--- src/rtl/barrel_shifter_sequencer.sv ---
// Multi-pass shift sequencer: iterates an 8-bit barrel shifter (at most 7 bits per
// pass) to realise a shift of any length up to 2^LEN_W-1 bits.

module Barrel_Shifter_8_Bit (
    input  logic       Enable_In,
    input  logic [2:0] Mode_In,
    input  logic [2:0] Shift_Bits_Length_In,
    input  logic       Carry_In,
    input  logic [7:0] Data_In,
    output logic [7:0] Shifted_Data_Out,
    output logic       Carry_Out
);

    logic [15:0] wide;
    logic [17:0] wide9;

    // Carry out is the last bit moved past the end; RLC/RRC rotate {carry, data} as 9 bits.
    always_comb begin
        wide             = '0;
        wide9            = '0;
        Shifted_Data_Out = Data_In;
        Carry_Out        = Carry_In;
        if (Enable_In && (Shift_Bits_Length_In != 3'd0)) begin
            case (Mode_In)
                3'd0, 3'd2: begin
                    wide             = {8'h00, Data_In} << Shift_Bits_Length_In;
                    Shifted_Data_Out = wide[7:0];
                    Carry_Out        = wide[8];
                end
                3'd1: begin
                    wide             = {Data_In, 8'h00} >> Shift_Bits_Length_In;
                    Shifted_Data_Out = wide[15:8];
                    Carry_Out        = wide[7];
                end
                3'd3: begin
                    wide             = $signed({Data_In, 8'h00}) >>> Shift_Bits_Length_In;
                    Shifted_Data_Out = wide[15:8];
                    Carry_Out        = wide[7];
                end
                3'd4: begin
                    wide             = {Data_In, Data_In} << Shift_Bits_Length_In;
                    Shifted_Data_Out = wide[15:8];
                    Carry_Out        = wide[8];
                end
                3'd5: begin
                    wide             = {Data_In, Data_In} >> Shift_Bits_Length_In;
                    Shifted_Data_Out = wide[7:0];
                    Carry_Out        = wide[7];
                end
                3'd6: begin
                    wide9                       = {Carry_In, Data_In, Carry_In, Data_In} << Shift_Bits_Length_In;
                    {Carry_Out, Shifted_Data_Out} = wide9[17:9];
                end
                default: begin
                    wide9                       = {Carry_In, Data_In, Carry_In, Data_In} >> Shift_Bits_Length_In;
                    {Carry_Out, Shifted_Data_Out} = wide9[8:0];
                end
            endcase
        end
    end

endmodule

module barrel_shifter_sequencer #(
    parameter int LEN_W = 8
) (
    input  logic             Clock_In,
    input  logic             Reset_In,
    input  logic             Cmd_Valid_In,
    output logic             Cmd_Ready_Out,
    input  logic [2:0]       Cmd_Mode_In,
    input  logic [LEN_W-1:0] Cmd_Length_In,
    input  logic             Cmd_Carry_In,
    input  logic [7:0]       Cmd_Data_In,
    output logic             Rsp_Valid_Out,
    input  logic             Rsp_Ready_In,
    output logic [7:0]       Rsp_Data_Out,
    output logic             Rsp_Carry_Out,
    output logic             Busy_Out
);

    typedef enum logic [1:0] {
        IDLE,
        SHIFT,
        DONE
    } state_t;

    state_t           state_q, state_d;
    logic [2:0]       mode_q, mode_d;
    logic [LEN_W-1:0] remaining_q, remaining_d;
    logic [7:0]       data_q, data_d;
    logic             carry_q, carry_d;

    logic [2:0]       step;
    logic             shiftEnable;
    logic [7:0]       shiftedData;
    logic             shiftedCarry;

    assign step        = (remaining_q >= LEN_W'(7)) ? 3'd7 : remaining_q[2:0];
    assign shiftEnable = (state_q == SHIFT);

    Barrel_Shifter_8_Bit shifter (
        .Enable_In            (shiftEnable),
        .Mode_In              (mode_q),
        .Shift_Bits_Length_In (step),
        .Carry_In             (carry_q),
        .Data_In              (data_q),
        .Shifted_Data_Out     (shiftedData),
        .Carry_Out            (shiftedCarry)
    );

    always_comb begin
        state_d     = state_q;
        mode_d      = mode_q;
        remaining_d = remaining_q;
        data_d      = data_q;
        carry_d     = carry_q;
        case (state_q)
            IDLE: begin
                if (Cmd_Valid_In) begin
                    mode_d      = Cmd_Mode_In;
                    remaining_d = Cmd_Length_In;
                    data_d      = Cmd_Data_In;
                    carry_d     = Cmd_Carry_In;
                    state_d     = (Cmd_Length_In == '0) ? DONE : SHIFT;
                end
            end
            SHIFT: begin
                // SHIFT is only entered or held with remaining > 0, so step is never 0 here.
                data_d      = shiftedData;
                carry_d     = shiftedCarry;
                remaining_d = remaining_q - LEN_W'(step);
                if (remaining_d == '0) begin
                    state_d = DONE;
                end
            end
            DONE: begin
                if (Rsp_Ready_In) begin
                    state_d = IDLE;
                end
            end
            default: begin
                state_d = IDLE;
            end
        endcase
    end

    always_ff @(posedge Clock_In) begin
        if (!Reset_In) begin
            state_q     <= IDLE;
            mode_q      <= '0;
            remaining_q <= '0;
            data_q      <= '0;
            carry_q     <= 1'b0;
        end else begin
            state_q     <= state_d;
            mode_q      <= mode_d;
            remaining_q <= remaining_d;
            data_q      <= data_d;
            carry_q     <= carry_d;
        end
    end

    assign Cmd_Ready_Out = (state_q == IDLE);
    assign Rsp_Valid_Out = (state_q == DONE);
    assign Busy_Out      = (state_q != IDLE);
    assign Rsp_Data_Out  = data_q;
    assign Rsp_Carry_Out = carry_q;

endmodule

--- config.mk ---
export PLATFORM = sky130hd
export DESIGN_NAME = barrel_shifter_sequencer
export DESIGN_NICKNAME = d
export VERILOG_FILES = /design/src/rtl/barrel_shifter_sequencer.sv
export SDC_FILE = /design/constraint.sdc
export NUM_CORES = 1
export LEC_CHECK = 0
export ABC_AREA = 1
export ABC_CLOCK_PERIOD_IN_PS = 2430
export CORE_MARGIN = 2
export CORE_UTILIZATION = 30
export CTS_CLUSTER_SIZE = 24
export DETAILED_ROUTE_END_ITERATION = 10
export GPL_TIMING_DRIVEN = 0
export HOLD_SLACK_MARGIN = 0.02
export PLACE_DENSITY = 0.59
export SETUP_SLACK_MARGIN = 0.4
export SLEW_MARGIN = 25
export SYNTH_ARGS = -nofsm -noshare
export SYNTH_HDL_FRONTEND = slang
export SYNTH_HIERARCHICAL = 1
export SYNTH_SLANG_ARGS = --single-unit
--- constraint.sdc ---
create_clock -name Clock_In -period 2.43 [get_ports Clock_In]
set_input_delay 0.486 -clock Clock_In [delete_from_list [all_inputs] [get_ports Clock_In]]
set_output_delay 0.486 -clock Clock_In [all_outputs]
set_load 0.02 [all_outputs]
==> Word level (Yosys, flattened, before mapping) <==
Cells that the tools add are included.
{ "word_totals": {"regBits": 22, "output_inout_bits": 12, "in_bits": 24, "word_cells": 55} }
{ "op_classes": {"eq_ne": 12, "muxes": 16, "magnitude_cmp": 1, "shifts": 7, "n_addsub": 1, "n_reduce_logical": 13} }
{ "op_table": {"columns": ["op", "count"], "rows": [
  ["8-bit case mux with 6 select lines", 1],
  ["8-bit case mux with 2 select lines", 2],
  ["8-bit two-way mux", 3],
  ["18-bit by 3-bit << shifter with 18-bit output", 1],
  ["18-bit by 3-bit >> shifter with 9-bit output", 1],
  ["8-bit zero test", 2],
  ["16-bit by 3-bit << shifter with 16-bit output", 1],
  ["16-bit by 3-bit >> shifter with 16-bit output", 1],
  ["16-bit by 3-bit >> shifter with 8-bit output", 1],
  ["16-bit by 3-bit >>> shifter with 16-bit output", 1],
  ["3-bit == test (second input constant)", 3],
  ["8-bit by 3-bit << shifter with 9-bit output", 1],
  ["8-bit by 3-bit >= comparator with 1-bit output (second input constant)", 1],
  ["2-bit two-way mux", 4],
  ["8-bit by 3-bit subtractor with 8-bit output", 1],
  ["3-bit by 2-bit == test with 1-bit output (second input constant)", 2],
  ["2-bit inequality test (second input constant)", 3],
  ["1-bit case mux with 6 select lines", 1],
  ["2-bit case mux with 3 select lines", 1],
  ["3-bit AND reduction", 2],
  ["2-bit AND reduction", 2],
  ["2-bit nonzero test", 2],
  ["3-bit by 1-bit == test with 1-bit output (second input constant)", 1],
  ["3-bit zero test", 1],
  ["other kinds (10)", 11]
]} }

==> Logic depth before layout (Yosys ltp) <==
{ "depth": {"ltp_word": 6, "ltp_mapped": 21, "depth_no_buf": 20} }

==> By module <==
The synthesis kept the hierarchy.
{ "by_module_without_submodules": {"columns": ["module", "cells_each", "instances", "area_each_um2", "seq_area_each_um2"], "rows": [
  ["Barrel_Shifter_8_Bit", 354, 1, 1625.3, 0.0],
  ["barrel_shifter_sequencer", 189, 1, 1268.7, 440.4]
]} }

==> Least setup slack after synthesis <==
OpenSTA, ideal clock, no wires.
{ "synth_path": {"path_kind": "register to register", "startpoint": "reg remaining_q[4]", "endpoint": "reg carry_q, in the netlist Rsp_Carry_Out", "synth_period_minus_slack_ns": 2.129, "required_ns": 2.356, "setup_ns": 0.074, "path_stages_with_launch": 22, "slack_ns": 0.301, "t_arrival_ns": 2.055, "cell_sequence": "dfxtp_1 > inv_2 > nand2_1 > nor2_2 > nand3_2 > or2_2 > inv_2 > buf_6 > nand2_4 > nand2_2 > nand2_2 > nand2_1 > nand2_1 > nand2_1 > nand2_1 > nand2_1 > nor2_1 > nand2_1 > nand2_1 > nand2_1 > nand2_1 > a31oi_1"} }
{ "synth_via": {"elab_chain_len": 6} }
{ "synth_rtl": {"columns": ["element", "line_no", "rtl"], "rows": [
  ["from (decl)", "90", "logic [LEN_W-1:0] remaining_q, remaining_d;"],
  ["from (signal assigned)", "158", "remaining_q <= remaining_d;"],
  ["8-bit by 3-bit >= comparator with 1-bit output *", "99", "assign step = (remaining_q >= LEN_W'(7)) ? 3'd7 : remaining_q[2:0];"],
  ["3-bit two-way mux *", "99", null],
  ["net step[0]", "94", "logic [2:0] step;"],
  ["18-bit by 3-bit >> shifter with 9-bit output (tied with other cells)", "55", "wide9 = {Carry_In, Data_In, Carry_In, Data_In} >> Shift_Bits_Length_In;"],
  ["1-bit case mux with 6 select lines *", "24", "case (Mode_In)"],
  ["1-bit two-way mux *", "23", "if (Enable_In && (Shift_Bits_Length_In != 3'd0)) begin"],
  ["net shiftedCarry", "97", "logic shiftedCarry;"],
  ["1-bit case mux with 2 select lines *", "118", "case (state_q)"],
  ["to (signal assigned)", "160", "carry_q <= carry_d;"],
  ["to (decl)", "92", "logic carry_q, carry_d;"]
]} }
The timed path passes the listed nets; every way through them passes the cells marked *. The select of a mux whose other input is x is not followed.
A chain may end at the register's enable or synchronous reset.

==> Final worst setup path <==
{ "layout_path": {"startpoint": "reg remaining_q[4]", "endpoint": "reg data_q[3], in the netlist Rsp_Data_Out[3]"} }
{ "layout_via": {"elab_chain_len": 6} }
{ "layout_rtl": {"columns": ["element", "line_no", "rtl"], "rows": [
  ["8-bit by 3-bit >= comparator with 1-bit output *", "99", null],
  ["3-bit two-way mux *", "99", null],
  ["net step[1]", "94", null],
  ["18-bit by 3-bit >> shifter with 9-bit output (tied with other cells)", "55", null],
  ["8-bit case mux with 6 select lines *", "24", null],
  ["8-bit two-way mux *", "23", null],
  ["net shiftedData[3]", "96", "logic [7:0] shiftedData;"],
  ["8-bit case mux with 2 select lines *", "118", null],
  ["to (signal assigned)", "159", "data_q <= data_d;"],
  ["to (decl)", "91", "logic [7:0] data_q, data_d;"]
]} }
Marks and branches as above.

==> flow_metrics.tcl <==
set metrics [dict create \
    ys_types 33 \
    layout_common_cells "nand2_1 (219), nand3_1 (39), nand2_2 (38)" \
    critPathCapture "Rsp_Data_Out[3]$_SDFFE_PN0P_" \
    die_x_um 102.2 \
    io_buffers 35 \
    final-setup-viol-count 0 \
    place_congestion 0.9206 \
    p_per_area_nw_per_um2 1733 \
    hold_ws_ps 533.1 \
    slew_viol_final 0 \
    ys_warn_count 6 \
    clk_pin_slew_worst_paths_ps 90 \
    htreeDepth 1 \
    drt_iter0_drc 238 \
    max_freq_mhz 421.7 \
    tightest_slew_ps 593.5 \
    die-area_um2 10450 \
    post-route-period-util_pct 97.59 \
    antenna_found_initial 0 \
    r2r_end "Rsp_Data_Out[3]$_SDFFE_PN0P_" \
    ir_drop_uv 600.9 \
    grt_pass1_wl_um 18980 \
    r2r_setup_slack_ps 60 \
    coreArea_um2 9284 \
    ys_ff_latch 22 \
    setup_slack_ps 58.53 \
    slew_headroom_pct 60.13 \
    end_kind "flop" \
    nFillCells 1038 \
    wl_um 11640 \
    drc 0 \
    worstPathCellList "inv_4, nand2_4, nor2_4, nand3_2, inv_1, nand2_1, buf_6, inv_6, buf_4, nand3_1, nand3_1, nand2_1, nand2_1, nand3_1, o21ai_2, nand2_1, nand2_1, a31oi_1" \
    rsz0062_at_grt "yes" \
    cpPeakStageDelay_ps 360 \
    hpwl_um 8961 \
    hold_path.class "reg2reg" \
    drt.antenna.violating_nets 0 \
    final_common_cell "nand2_1" \
    final_hold_viol_count 0 \
    crit_fanout 10 \
    vias 3815 \
    path_common_cell "nand2_1" \
    clock_path_buffers 2 \
    drv_cap 0 \
    hold_start "mode_q[0]$_SDFFE_PN0P_" \
    yosysSeqAreaShare_pct 15.22 \
    syn_nets 568 \
    r2r_start "remaining_q[4]$_SDFFE_PN0P_" \
    grt_pass1_vias 3764 \
    insertion_delay_ps 280 \
    synth-edff-count 0 \
    worstPathArrival_ps 2520 \
    critPathRequiredTime_ps 2580 \
    place_ws_ps -81.35 \
    diodes 0 \
    critPathLaunchType "flop" \
    slowest_stage "dfxtp_4" \
    clock_sinks 22 \
    crit_start "remaining_q[4]$_SDFFE_PN0P_" \
    grt_start_max_net_pins 14 \
    die_y_um 102.2 \
    synth_area_um2 2894 \
    routedWlPerCell_um 16.01 \
    ys.flop_type "dfxtp_1" \
    root_buffer "clkbuf_8" \
    cts_tree "done" \
    num_rows 35 \
    status "finished clean" \
    critPathKind "reg2reg" \
    rr_worst_depth 18 \
    fin_crit_ps 2371 \
    drive_gt1_share_pct 25.92 \
    final.setup_skew_ps 9.569 \
    first_pass_iters 5 \
    layout.nets 624 \
    async_flop_share_pct 0 \
    p_leak_nw 2.057 \
    synthCells 543 \
    gr-total-overflow 0 \
    syn_to_final_growth_pct 36.01 \
    grt_usage_pct 23.35 \
    viasPerCell 5.248 \
    cts_buffers 3 \
    avgSynthCellArea_um2 5.330 \
    io_pins 36 \
    start_util_pct 31.17 \
]
[sequential cells by signal, summed over array words and instances (netlist names)]
| signal | count |
|---|---|
| remaining_q | 8 |
| Rsp_Data_Out | 8 |
| mode_q | 3 |
| state_q | 2 |
| Rsp_Carry_Out | 1 |
[cells in the mapped netlist, drive strengths merged (2+ instances only)]
library cell	count	area, um2
nand2	273	1105
nand3	61	360.4
nor2	42	190.2
inv	35	133.9
o21ai	33	168.9
buf	22	148.9
dfxtp	22	440.4
a31oi	17	106.4
a21oi	16	83.83
clkbuf	4	15.01
nor3	4	30.03
nand4	3	18.77
nor4	2	12.51
o211ai	2	15.01
o22ai	2	12.51
[per-layer routing]
layer | global-route usage (%) | vias to the layer above | wire length [um]
li1 | - | 1870 | -
met1 | 29.88 | 1727 | 4780
met2 | 38.01 | 166 | 5339
met3 | 3.078 | 52 | 809
met4 | 12.82 | 0 | 710
met5 | 0 | - | 0
[what timing repair did]
action                                  4_1_cts  5_1_grt
resized for setup                            46       46
gates cloned                                  1        0
buffers inserted                             13        2
pin swaps                                    23       20
hold buffers                                  0        0
endpoints found under the setup margin       11       15
[worst max-delay path: cells and delay by family (launching register included)]
family | cells | cell delay, ps
buffers and inverters | 5 | 600
AOI/OAI and AO/OA | 2 | 250
and+or+nand+nor | 11 | 1010
DFF | 1 | 360
[final cells by class]
cell class	instances	area (um2)	share of cell area [%]
Clock buffer	3	41.29	1.049
Inverter	35	143.9	3.655
Timing Repair Buffer	51	510.5	12.97
Multi-Input combinational cell	460	2391	60.74
Buffer	26	203.9	5.181
Sequential cell	22	454.2	11.54
Tap cell	129	161.4	4.100
Clock inverter	1	30.03	0.7629
[kinds of logic (layout without fill, tap and decap cells)]
group	count (synthesis)	after routing	share of synthesized area, %
simple gates	386	386	59.53
compound gates	73	73	14.53
buf+inv	61	116	10.29
flops	22	22	15.22
fa+ha+maj	1	1	0.4323
[per-stage QoR]
step                      cell area [um2]  TNS [ps]  power (mW)  util [%]  cells
after detailed placement             3420    -173.7       5.435     36.83    707
after global placement               3420    -388.8       5.482     36.83    707
final                                3936         0       6.822     42.40    727
after CTS                            3774         0       6.412     40.65    725
after floorplan                      2908         0       4.095         -    543
after global routing                 3936    -492.9       7.393     42.40    727
[power breakdown]
| group | switching [mW] | leakage, nW | total [mW] | internal (mW) |
|---|---|---|---|---|
| registers | 0.262 | 0.185 | 0.792 | 0.530 |
| clock network | 0.138 | 0.0357 | 0.358 | 0.221 |
| logic | 3.60 | 1.84 | 5.67 | 2.07 |
[how the worst min path moves through the flow]
stage	depth (start not counted)	end	slack, ps
4_1_cts	2	mode_q[0]$_SDFFE_PN0P_	530
5_1_grt	2	state_q[1]$_SDFFE_PN0P_	570
6_report	2	mode_q[0]$_SDFFE_PN0P_	530
3_5_place_dp	2	mode_q[0]$_SDFFE_PN0P_	510
2_1_floorplan	2	mode_q[0]$_SDFFE_PN0P_	470
3_3_place_gp	2	mode_q[0]$_SDFFE_PN0P_	500
(Power assumes the default switching activity.)
